## config.mk

```make
export PLATFORM = sky130hd
export DESIGN_NAME = pipe_hazard_ctrl_flat
export DESIGN_NICKNAME = d
export VERILOG_FILES = /design/src/rtl/pipe_pkg.sv /design/src/rtl/pipe_hazard_ctrl_if.sv /design/src/rtl/pipe_hazard_ctrl_sat_counter.sv /design/src/rtl/pipe_hazard_ctrl.sv /design/src/flat_wrapper.sv
export SDC_FILE = /design/constraint.sdc
export NUM_CORES = 1
export LEC_CHECK = 0
export CORE_ASPECT_RATIO = 1.5
export CORE_UTILIZATION = 40
export CTS_CLUSTER_SIZE = 16
export DETAILED_ROUTE_END_ITERATION = 10
export GPL_TIMING_DRIVEN = 0
export PLACE_DENSITY = 0.69
export SYNTH_ARGS = -nofsm -noshare
export SYNTH_HDL_FRONTEND = slang
export SYNTH_HIERARCHICAL = 1
export SYNTH_SLANG_ARGS = --single-unit
```

## constraint.sdc

```tcl
create_clock -name clk_i -period 3 [get_ports clk_i]
set_input_delay 0.6 -clock clk_i [delete_from_list [all_inputs] [get_ports clk_i]]
set_output_delay 0.6 -clock clk_i [all_outputs]
set_load 0.01 [all_outputs]
```

## src/rtl/pipe_pkg.sv

```systemverilog
// pipe_pkg: shared constants and types for the pipeline hazard controller.
package pipe_pkg;
    localparam int REG_AW = 5;
    localparam logic [REG_AW-1:0] REG_ZERO = '0;
    typedef enum logic {HZ_IDLE, HZ_LU_STALL} hz_state_t;
endpackage

```

## src/rtl/pipe_hazard_ctrl_if.sv

```systemverilog
// pipe_hazard_ctrl_if: ID-stage hazard inputs and pipeline control outputs.
interface pipe_hazard_ctrl_if #(
    parameter int REG_AW = pipe_pkg::REG_AW,
    parameter int PERF_W = 16
);
    logic [REG_AW-1:0] IFID_regRs;
    logic [REG_AW-1:0] IFID_regRt;
    logic              IFID_useRs;
    logic              IFID_useRt;
    logic [REG_AW-1:0] IDEXE_regRd;
    logic              IDEXE_memRead;
    logic              branch_taken_i;
    logic              dmem_ready_i;
    logic              PC_write;
    logic              IFID_write;
    logic              control_output_select;
    logic              IFID_flush_o;
    logic              IDEXE_flush_o;
    logic              pipe_freeze_o;
    logic [PERF_W-1:0] stall_cnt_o;
    logic [PERF_W-1:0] flush_cnt_o;

    modport master (
        output IFID_regRs, IFID_regRt, IFID_useRs, IFID_useRt, IDEXE_regRd,
               IDEXE_memRead, branch_taken_i, dmem_ready_i,
        input  PC_write, IFID_write, control_output_select, IFID_flush_o,
               IDEXE_flush_o, pipe_freeze_o, stall_cnt_o, flush_cnt_o
    );

    modport slave (
        input  IFID_regRs, IFID_regRt, IFID_useRs, IFID_useRt, IDEXE_regRd,
               IDEXE_memRead, branch_taken_i, dmem_ready_i,
        output PC_write, IFID_write, control_output_select, IFID_flush_o,
               IDEXE_flush_o, pipe_freeze_o, stall_cnt_o, flush_cnt_o
    );
endinterface

```

## src/rtl/pipe_hazard_ctrl_sat_counter.sv

```systemverilog
// sat_counter: synchronous-clear up-counter that sticks at all-ones.
module sat_counter #(
    parameter int W = 16
) (
    input  logic         clk,
    input  logic         clr,
    input  logic         inc,
    output logic [W-1:0] q
);
    always_ff @(posedge clk) begin
        if (clr)
            q <= '0;
        else if (inc && !(&q))
            q <= q + 1'b1;
    end
endmodule

```

## src/rtl/pipe_hazard_ctrl.sv

```systemverilog
// pipe_hazard_ctrl: load-use stall FSM, branch flush and dmem freeze control
// for a 5-stage pipeline, with saturating stall/flush counters.
module pipe_hazard_ctrl
    import pipe_pkg::*;
#(
    parameter int REG_AW     = pipe_pkg::REG_AW,
    parameter int LOAD_STALL = 1,
    parameter int PERF_W     = 16
) (
    input logic               clk_i,
    input logic               rst_i,
    pipe_hazard_ctrl_if.slave hz
);
    localparam logic [2:0] CNT_INIT = 3'(LOAD_STALL - 1);

    hz_state_t  state;
    logic [2:0] cnt;
    logic       hit;
    logic       stall;
    logic       flush;

    always_comb begin
        hit = hz.IDEXE_memRead && (hz.IDEXE_regRd != REG_AW'(REG_ZERO)) &&
              ((hz.IFID_useRs && hz.IDEXE_regRd == hz.IFID_regRs) ||
               (hz.IFID_useRt && hz.IDEXE_regRd == hz.IFID_regRt));
        flush = rst_i && hz.dmem_ready_i && hz.branch_taken_i;
        // LU_STALL keeps stalling regardless of hit: the ID instruction is held.
        stall = rst_i && hz.dmem_ready_i && !hz.branch_taken_i &&
                (state == HZ_LU_STALL || hit);
        hz.pipe_freeze_o = rst_i && !hz.dmem_ready_i;
        hz.PC_write = rst_i && hz.dmem_ready_i && !stall;
        hz.IFID_write = rst_i && hz.dmem_ready_i && !stall && !hz.branch_taken_i;
        hz.control_output_select = stall;
        hz.IFID_flush_o = flush;
        hz.IDEXE_flush_o = flush;
    end

    always_ff @(posedge clk_i) begin
        if (!rst_i) begin
            state <= HZ_IDLE;
            cnt   <= '0;
        end else if (hz.dmem_ready_i) begin
            if (hz.branch_taken_i) begin
                state <= HZ_IDLE;
                cnt   <= '0;
            end else if (state == HZ_LU_STALL) begin
                cnt   <= cnt - 1'b1;
                state <= (cnt == 3'd1) ? HZ_IDLE : HZ_LU_STALL;
            end else if (hit && LOAD_STALL > 1) begin
                state <= HZ_LU_STALL;
                cnt   <= CNT_INIT;
            end
        end
    end

    sat_counter #(.W(PERF_W)) u_stall_cnt (
        .clk (clk_i),
        .clr (!rst_i),
        .inc (hz.control_output_select),
        .q   (hz.stall_cnt_o)
    );

    sat_counter #(.W(PERF_W)) u_flush_cnt (
        .clk (clk_i),
        .clr (!rst_i),
        .inc (hz.IFID_flush_o),
        .q   (hz.flush_cnt_o)
    );
endmodule

```

## src/flat_wrapper.sv

```systemverilog
// flat-port wrapper written by rule: the top's interface ports become plain ports
module pipe_hazard_ctrl_flat import pipe_pkg::*;
#(
    parameter int REG_AW     = pipe_pkg::REG_AW,
    parameter int LOAD_STALL = 1,
    parameter int PERF_W     = 16
)
  (clk_i, rst_i, hz_IFID_regRs, hz_IFID_regRt, hz_IFID_useRs, hz_IFID_useRt, hz_IDEXE_regRd, hz_IDEXE_memRead, hz_branch_taken_i, hz_dmem_ready_i, hz_PC_write, hz_IFID_write, hz_control_output_select, hz_IFID_flush_o, hz_IDEXE_flush_o, hz_pipe_freeze_o, hz_stall_cnt_o, hz_flush_cnt_o);
  pipe_hazard_ctrl_if #(.REG_AW(REG_AW), .PERF_W(PERF_W)) hz_i ();
  input logic clk_i;
  input logic rst_i;
  input wire logic [$bits(hz_i.IFID_regRs)-1:0] hz_IFID_regRs;
  input wire logic [$bits(hz_i.IFID_regRt)-1:0] hz_IFID_regRt;
  input wire logic [$bits(hz_i.IFID_useRs)-1:0] hz_IFID_useRs;
  input wire logic [$bits(hz_i.IFID_useRt)-1:0] hz_IFID_useRt;
  input wire logic [$bits(hz_i.IDEXE_regRd)-1:0] hz_IDEXE_regRd;
  input wire logic [$bits(hz_i.IDEXE_memRead)-1:0] hz_IDEXE_memRead;
  input wire logic [$bits(hz_i.branch_taken_i)-1:0] hz_branch_taken_i;
  input wire logic [$bits(hz_i.dmem_ready_i)-1:0] hz_dmem_ready_i;
  output wire logic [$bits(hz_i.PC_write)-1:0] hz_PC_write;
  output wire logic [$bits(hz_i.IFID_write)-1:0] hz_IFID_write;
  output wire logic [$bits(hz_i.control_output_select)-1:0] hz_control_output_select;
  output wire logic [$bits(hz_i.IFID_flush_o)-1:0] hz_IFID_flush_o;
  output wire logic [$bits(hz_i.IDEXE_flush_o)-1:0] hz_IDEXE_flush_o;
  output wire logic [$bits(hz_i.pipe_freeze_o)-1:0] hz_pipe_freeze_o;
  output wire logic [$bits(hz_i.stall_cnt_o)-1:0] hz_stall_cnt_o;
  output wire logic [$bits(hz_i.flush_cnt_o)-1:0] hz_flush_cnt_o;
  assign hz_i.IFID_regRs = hz_IFID_regRs;
  assign hz_i.IFID_regRt = hz_IFID_regRt;
  assign hz_i.IFID_useRs = hz_IFID_useRs;
  assign hz_i.IFID_useRt = hz_IFID_useRt;
  assign hz_i.IDEXE_regRd = hz_IDEXE_regRd;
  assign hz_i.IDEXE_memRead = hz_IDEXE_memRead;
  assign hz_i.branch_taken_i = hz_branch_taken_i;
  assign hz_i.dmem_ready_i = hz_dmem_ready_i;
  assign hz_PC_write = hz_i.PC_write;
  assign hz_IFID_write = hz_i.IFID_write;
  assign hz_control_output_select = hz_i.control_output_select;
  assign hz_IFID_flush_o = hz_i.IFID_flush_o;
  assign hz_IDEXE_flush_o = hz_i.IDEXE_flush_o;
  assign hz_pipe_freeze_o = hz_i.pipe_freeze_o;
  assign hz_stall_cnt_o = hz_i.stall_cnt_o;
  assign hz_flush_cnt_o = hz_i.flush_cnt_o;
  pipe_hazard_ctrl #(.REG_AW(REG_AW), .LOAD_STALL(LOAD_STALL), .PERF_W(PERF_W)) u_core (.clk_i(clk_i), .rst_i(rst_i), .hz(hz_i));
endmodule
```

## Yosys cells after proc, flatten, opt, wreduce, memory -nomap -nowiden

Index checks and enable logic that the tools add are counted.

- Add/sub/neg operators: 3
- Reduce and logical (&&, ||, !) cells: 25
- Muxes and demuxes: 5
- Equal/unequal tests: 3

Operators by type and width:

| kind | number |
|---|---|
| 16-bit by 1-bit adder with 16-bit output, second input constant | 2 |
| 16-bit AND reduction | 2 |
| 1-bit logical AND | 13 |
| 5-bit == test | 2 |
| 3-bit two-way mux | 2 |
| 1-bit logical NOT | 5 |
| 5-bit nonzero test | 1 |
| 3-bit by 1-bit == test with 1-bit output, second input constant | 1 |
| 1-bit two-way mux | 3 |
| 3-bit by 1-bit subtractor with 3-bit output, second input constant | 1 |
| 1-bit logical OR | 2 |
| 2-bit AND reduction | 1 |
| 2-bit nonzero test | 1 |

- Register bits after elaboration: 36
- Output and inout port bits: 38
- Logic and storage cells: 40
- Input bits: 22

## Depth between registers and ports, before layout

Gate-level depths: netlist (run 1).

- Depth in word-level cells: 9
- Mapped depth: 9
- Depth with buffers taken out: 8

## Modules after synthesis

Netlist (run 1), hierarchy kept.

By module, submodules not included:

| module | seq. area each (sq um) | area each (sq um) | cells an instance | instances |
|---|---|---|---|---|
| sat_counter | 320.3 | 833.3 | 96 | 2 |
| pipe_hazard_ctrl | 80.1 | 410.4 | 53 | 1 |

## Worst setup path before layout (run 1)

Ideal clock, no wire load.

- Path type: input -> register
- Start: in hz_IDEXE_regRd[1]
- End: reg u_core.u_stall_cnt.q[15]
- Slack: 0.314 ns
- Required time: 2.879 ns
- Data arrival time: 2.566 ns
- Setup time: 0.121 ns
- Path buffers: 1
- Cell stages on the path: 9
- Cells stage by stage: xnor2_1 -> nand4_1 -> o22ai_1 -> a32o_1 -> nand2_1 -> or3_1 -> clkbuf_2 -> nor4_1 -> mux2_2

- Cells in the longest elaborated chain, start to end: 7
- Elaborated cells between the ends (all ways): 11
- Those cells by class: eq/ne (2); reduce/logical (9)

Ends and longest elaborated chain:

| element | line | text |
|---|---|---|
| from (decl) | flat_wrapper.sv:16 | `input wire logic [$bits(hz_i.IDEXE_regRd)-1:0] hz_IDEXE_regRd;` |
| 5-bit == test, on equally long branches | pipe_hazard_ctrl.sv:24, pipe_hazard_ctrl.sv:25 |  |
| 1-bit logical AND, on equally long branches | pipe_hazard_ctrl.sv:24, pipe_hazard_ctrl.sv:25 |  |
| 1-bit logical OR | pipe_hazard_ctrl.sv:24 | `((hz.IFID_useRs && hz.IDEXE_regRd == hz.IFID_regRs) \|\|` |
| 1-bit logical AND * | pipe_hazard_ctrl.sv:23 | `hit = hz.IDEXE_memRead && (hz.IDEXE_regRd != REG_AW'(REG_ZERO)) &&` |
| 1-bit logical OR * | pipe_hazard_ctrl.sv:29 | `(state == HZ_LU_STALL \|\| hit);` |
| 1-bit logical AND * | pipe_hazard_ctrl.sv:28 | `stall = rst_i && hz.dmem_ready_i && !hz.branch_taken_i &&` |
| via hz_control_output_select | flat_wrapper.sv:22 | `output wire logic [$bits(hz_i.control_output_select)-1:0] hz_control_output_select;` |
| 1-bit logical AND * | pipe_hazard_ctrl_sat_counter.sv:13 | `else if (inc && !(&q))` |
| to (signal assigned) | pipe_hazard_ctrl_sat_counter.sv:14 | `q <= q + 1'b1;` |
| to (decl) | pipe_hazard_ctrl_sat_counter.sv:8 | `output logic [W-1:0] q` |

Mark *: on every way through the listed nets, which the timed path passes. The rest lies on a longest branch.
A chain may end at the register's enable or synchronous reset.

## Worst setup path in the final report (run 1)

- Start: in hz_IDEXE_regRd[1]
- End: out hz_control_output_select

- Cells in the longest elaborated chain, start to end: 6
- Elaborated cells between the ends (all ways): 10
- Those cells by class: eq/ne (2); reduce/logical (8)

Ends and longest elaborated chain:

| element | line |
|---|---|
| 5-bit == test, on equally long branches | pipe_hazard_ctrl.sv:24, pipe_hazard_ctrl.sv:25 |
| 1-bit logical AND, on equally long branches | pipe_hazard_ctrl.sv:24, pipe_hazard_ctrl.sv:25 |
| 1-bit logical OR | pipe_hazard_ctrl.sv:24 |
| 1-bit logical AND * | pipe_hazard_ctrl.sv:23 |
| 1-bit logical OR * | pipe_hazard_ctrl.sv:29 |
| 1-bit logical AND * | pipe_hazard_ctrl.sv:28 |
| to (decl) | flat_wrapper.sv:22 |

Every way passes the cells marked *; elsewhere a longest branch is shown, timed or not.

==> results.json, run 1 <==
{
  "status": "finished, final reports clean",
  "synthFlopType": "dfxtp_1",
  "drt-initial-drc-count": 88,
  "via_per_inst": 5.48,
  "htreeDepth": 2,
  "ir_worst_vdd_mv": 0.194,
  "crit_chain": "dlygate4sd2_1, or4_4, o21a_1, and3_1, a32o_2, clkdlybuf4s15_1",
  "rr_startpoint": "u_core/state",
  "grt_overflow": 0,
  "portBuffers": 59,
  "synth_common_cells": "dfxtp_1, nor2_1, nand2_1, nand3_1, xnor2_1",
  "synth_seq_cells": 36,
  "slew_headroom_pct": 40.1,
  "drt_wl_total_mm": 5.18,
  "grt_util_all_layers_pct": 19.7,
  "routed-wl-met3_um": 162,
  "drt-pass1-iter-count": 4,
  "cts_buffers": 5,
  "cp.arrival_ps": 2320,
  "boundaryPins": 60,
  "area_delta_synth_final_pct": 40.4,
  "syn_inst": 245,
  "start_util_pct": 42.2,
  "synth_most_common_cell": "dfxtp_1",
  "yosys.area.top_type_share_pct": 34.7,
  "num-nets-final": 341,
  "fmax_mhz": 342,
  "place_congestion": 0.801,
  "met2_wirelength_mm": 2.75,
  "yosys.area.top_type": "dfxtp_1",
  "chipWidth_um": 60.8,
  "grt_pass1_vias": 1955,
  "worstHoldStart": "u_core/cnt[0]",
  "total_power_mw": 1.00,
  "startpoint_type": "input pin",
  "cpPeakStageDelay_ps": 540,
  "drive_gt1_share_pct": 12.3,
  "synth-compound-area-share_pct": 16.9,
  "slew_viol_final": 0,
  "worst_ep_required_time_ps": 2400,
  "synth_top_family_by_area": "simple AND/OR/NAND/NOR gates",
  "clockRootBuffer": "clkbuf_8",
  "criticalPathCategory": "input pin to output port",
  "synth-edff-count": 0,
  "crit_path_end_kind": "output port",
  "grt_pass1_wl_mm": 8.47,
  "antenna_found_initial": 0,
  "synthesis.area_um2": 2080,
  "row_count": 31,
  "setup_viol": 0,
  "wl_per_cell_um": 13.6,
  "synthArstFlopShare_pct": 0,
  "synth_area_leaders": "dfxtp_1, xnor2_1, nor2_1",
  "dieArea_um2": 5490,
  "drc": 0,
  "skew_ps": 8.15,
  "grt_max_degree": 13,
  "finalInstanceArea_um2": 2920,
  "num_vias": 2094,
  "post-route-period-util_pct": 97.3,
  "worst_hold_path_type": "flop to flop",
  "tritoncts": "yes",
  "syn_avg_cell_area_um2": 8.48,
  "dp_hpwl_mm": 3.81,
  "antenna_left": 0,
  "die_y_um": 90.3,
  "cp_slowest_cell": "or4_4",
  "yosysWarnings": 6,
  "path_clk_slew_ps": 70,
  "power.leakage_nw": 0.993,
  "crit_start": "hz_IDEXE_regRd[1]",
  "synthMuxAreaShare_pct": 4.10,
  "fin_crit_ps": 2920,
  "worst_pin_slew_ps": 890,
  "maxUsedRoutingLayer": "met4",
  "crit_fanout": 3,
  "design.core.area_um2": 4930,
  "seq_area_frac_synth_pct": 34.7,
  "power-per-cell-area_nw_per_um2": 344,
  "clockBufferDepth": 2,
  "drv_cap": 0,
  "drt-met1-wl_mm": 2.20,
  "post_synth_xor_area_fraction_pct": 6.75,
  "hold_viol": 0,
  "antennaDiodeCount": 0,
  "placed_area_um2": 2750,
  "clk_latency_ps": 290,
  "cts_num_sinks": 36,
  "synth_adder_area_share_pct": 2.41,
  "ys_types": 45,
  "yosys.area_share.simple_pct": 30.4,
  "syn-num-nets": 271
}
layout make-up:
cell class / count / area [um2]
multi-input combinational: 191 / 1290
inverter: 10 / 37.5
buffer: 8 / 61.3
fill: 490 / 2010
tap: 66 / 82.6
timing repair buffer: 63 / 613
sequential: 36 / 721
clock buffer: 5 / 68.8
clock inverter: 3 / 42.5
critical path: cells and delay by family:
| kind | cells | cell delay [ps] |
|---|---|---|
| AO/OA/AOI/OAI | 2 | 480 |
| buffers and inverters | 2 | 510 |
| AND/OR/NAND/NOR | 2 | 730 |
layer usage:
metal / vias up / track usage [%]
li1: 1060 / -
met1: 982 / 22.2
met2: 45 / 35.5
met3: 7 / 3.44
met4: 0 / 6.63
met5: - / 0
state kept, by name, indices dropped and copies added, names as in the netlist:
name,count
u_core/cnt,3
u_core/u_stall_cnt/q,16
u_core/u_flush_cnt/q,16
u_core/state,1
what timing repair did:
item                                    in CTS  in global routing
cloned                                       0                  0
setup buffers                                2                  2
pin swaps                                    1                  2
gates resized for setup                     11                  5
endpoints found under the setup margin       9                  5
hold buffers                                 0                  0
final timing paths:
kind / endpoint / slack, ps / cells past startpoint
max: hz_control_output_select / 80 / 6
min: u_core/cnt[0] / 480 / 2
max reg2reg: u_core/u_stall_cnt/q[15] / 730 / 8
min reg2reg: u_core/cnt[0] / 480 / 2
placed cells by master (no fill, tap or decap), types with 5 or more instances in the layout:
| cell | count |
|---|---|
| clkdlybuf4s50_1 | 52 |
| dfxtp_1 | 36 |
| nor2_1 | 22 |
| nand2_1 | 20 |
| nand3_1 | 15 |
| xnor2_1 | 14 |
| a21oi_1 | 13 |
| inv_1 | 10 |
| nand4_1 | 10 |
| o31ai_1 | 8 |
| buf_4 | 7 |
| dlygate4sd2_1 | 6 |
| o21ai_0 | 6 |
| nor3_1 | 6 |
| and4_1 | 6 |
| or4_1 | 6 |
| clkbuf_8 | 5 |
| nor2b_1 | 5 |
| nor4_1 | 5 |
stage by stage:
step                cells  setup WS (ps)  hold slack (ps)  util (%)  setup TNS [ps]
floorplan             245            314              449         -               0
global placement      370           -466              464      55.8           -4400
detailed placement    370           -494              474      55.8           -4790
CTS                   380           2.68              483      58.5               0
global route          382          -2.58              522      59.2           -2.58
finish                382           79.6              484      59.2               0
report_power, final:
part           leakage [nW]  switching (mW)  total, mW  internal [mW]
combinational         0.649          0.0407     0.0922         0.0515
clock                0.0541           0.185      0.431          0.246
sequential            0.290         0.00163      0.480          0.478
total                 0.993           0.228       1.00          0.776
kinds of logic (layout without fill, tap and decap cells):
family | count (synthesis) | in the layout
AO/OA/AOI/OAI | 48 | 48
multiplexers | 8 | 8
XOR/XNOR | 16 | 16
AND/OR/NAND/NOR | 115 | 115
buffers and inverters | 18 | 89
adder cells (fa/ha/maj) | 4 | 4
flip-flops | 36 | 36
Power figures use the tool's default switching activity.
==> run 2: changes to the inputs <==
Settings changed: HOLD_SLACK_MARGIN set to 0.03.
==> results of run 2 <==
The final DEF is identical to that of run 1; final timing and power are the same.
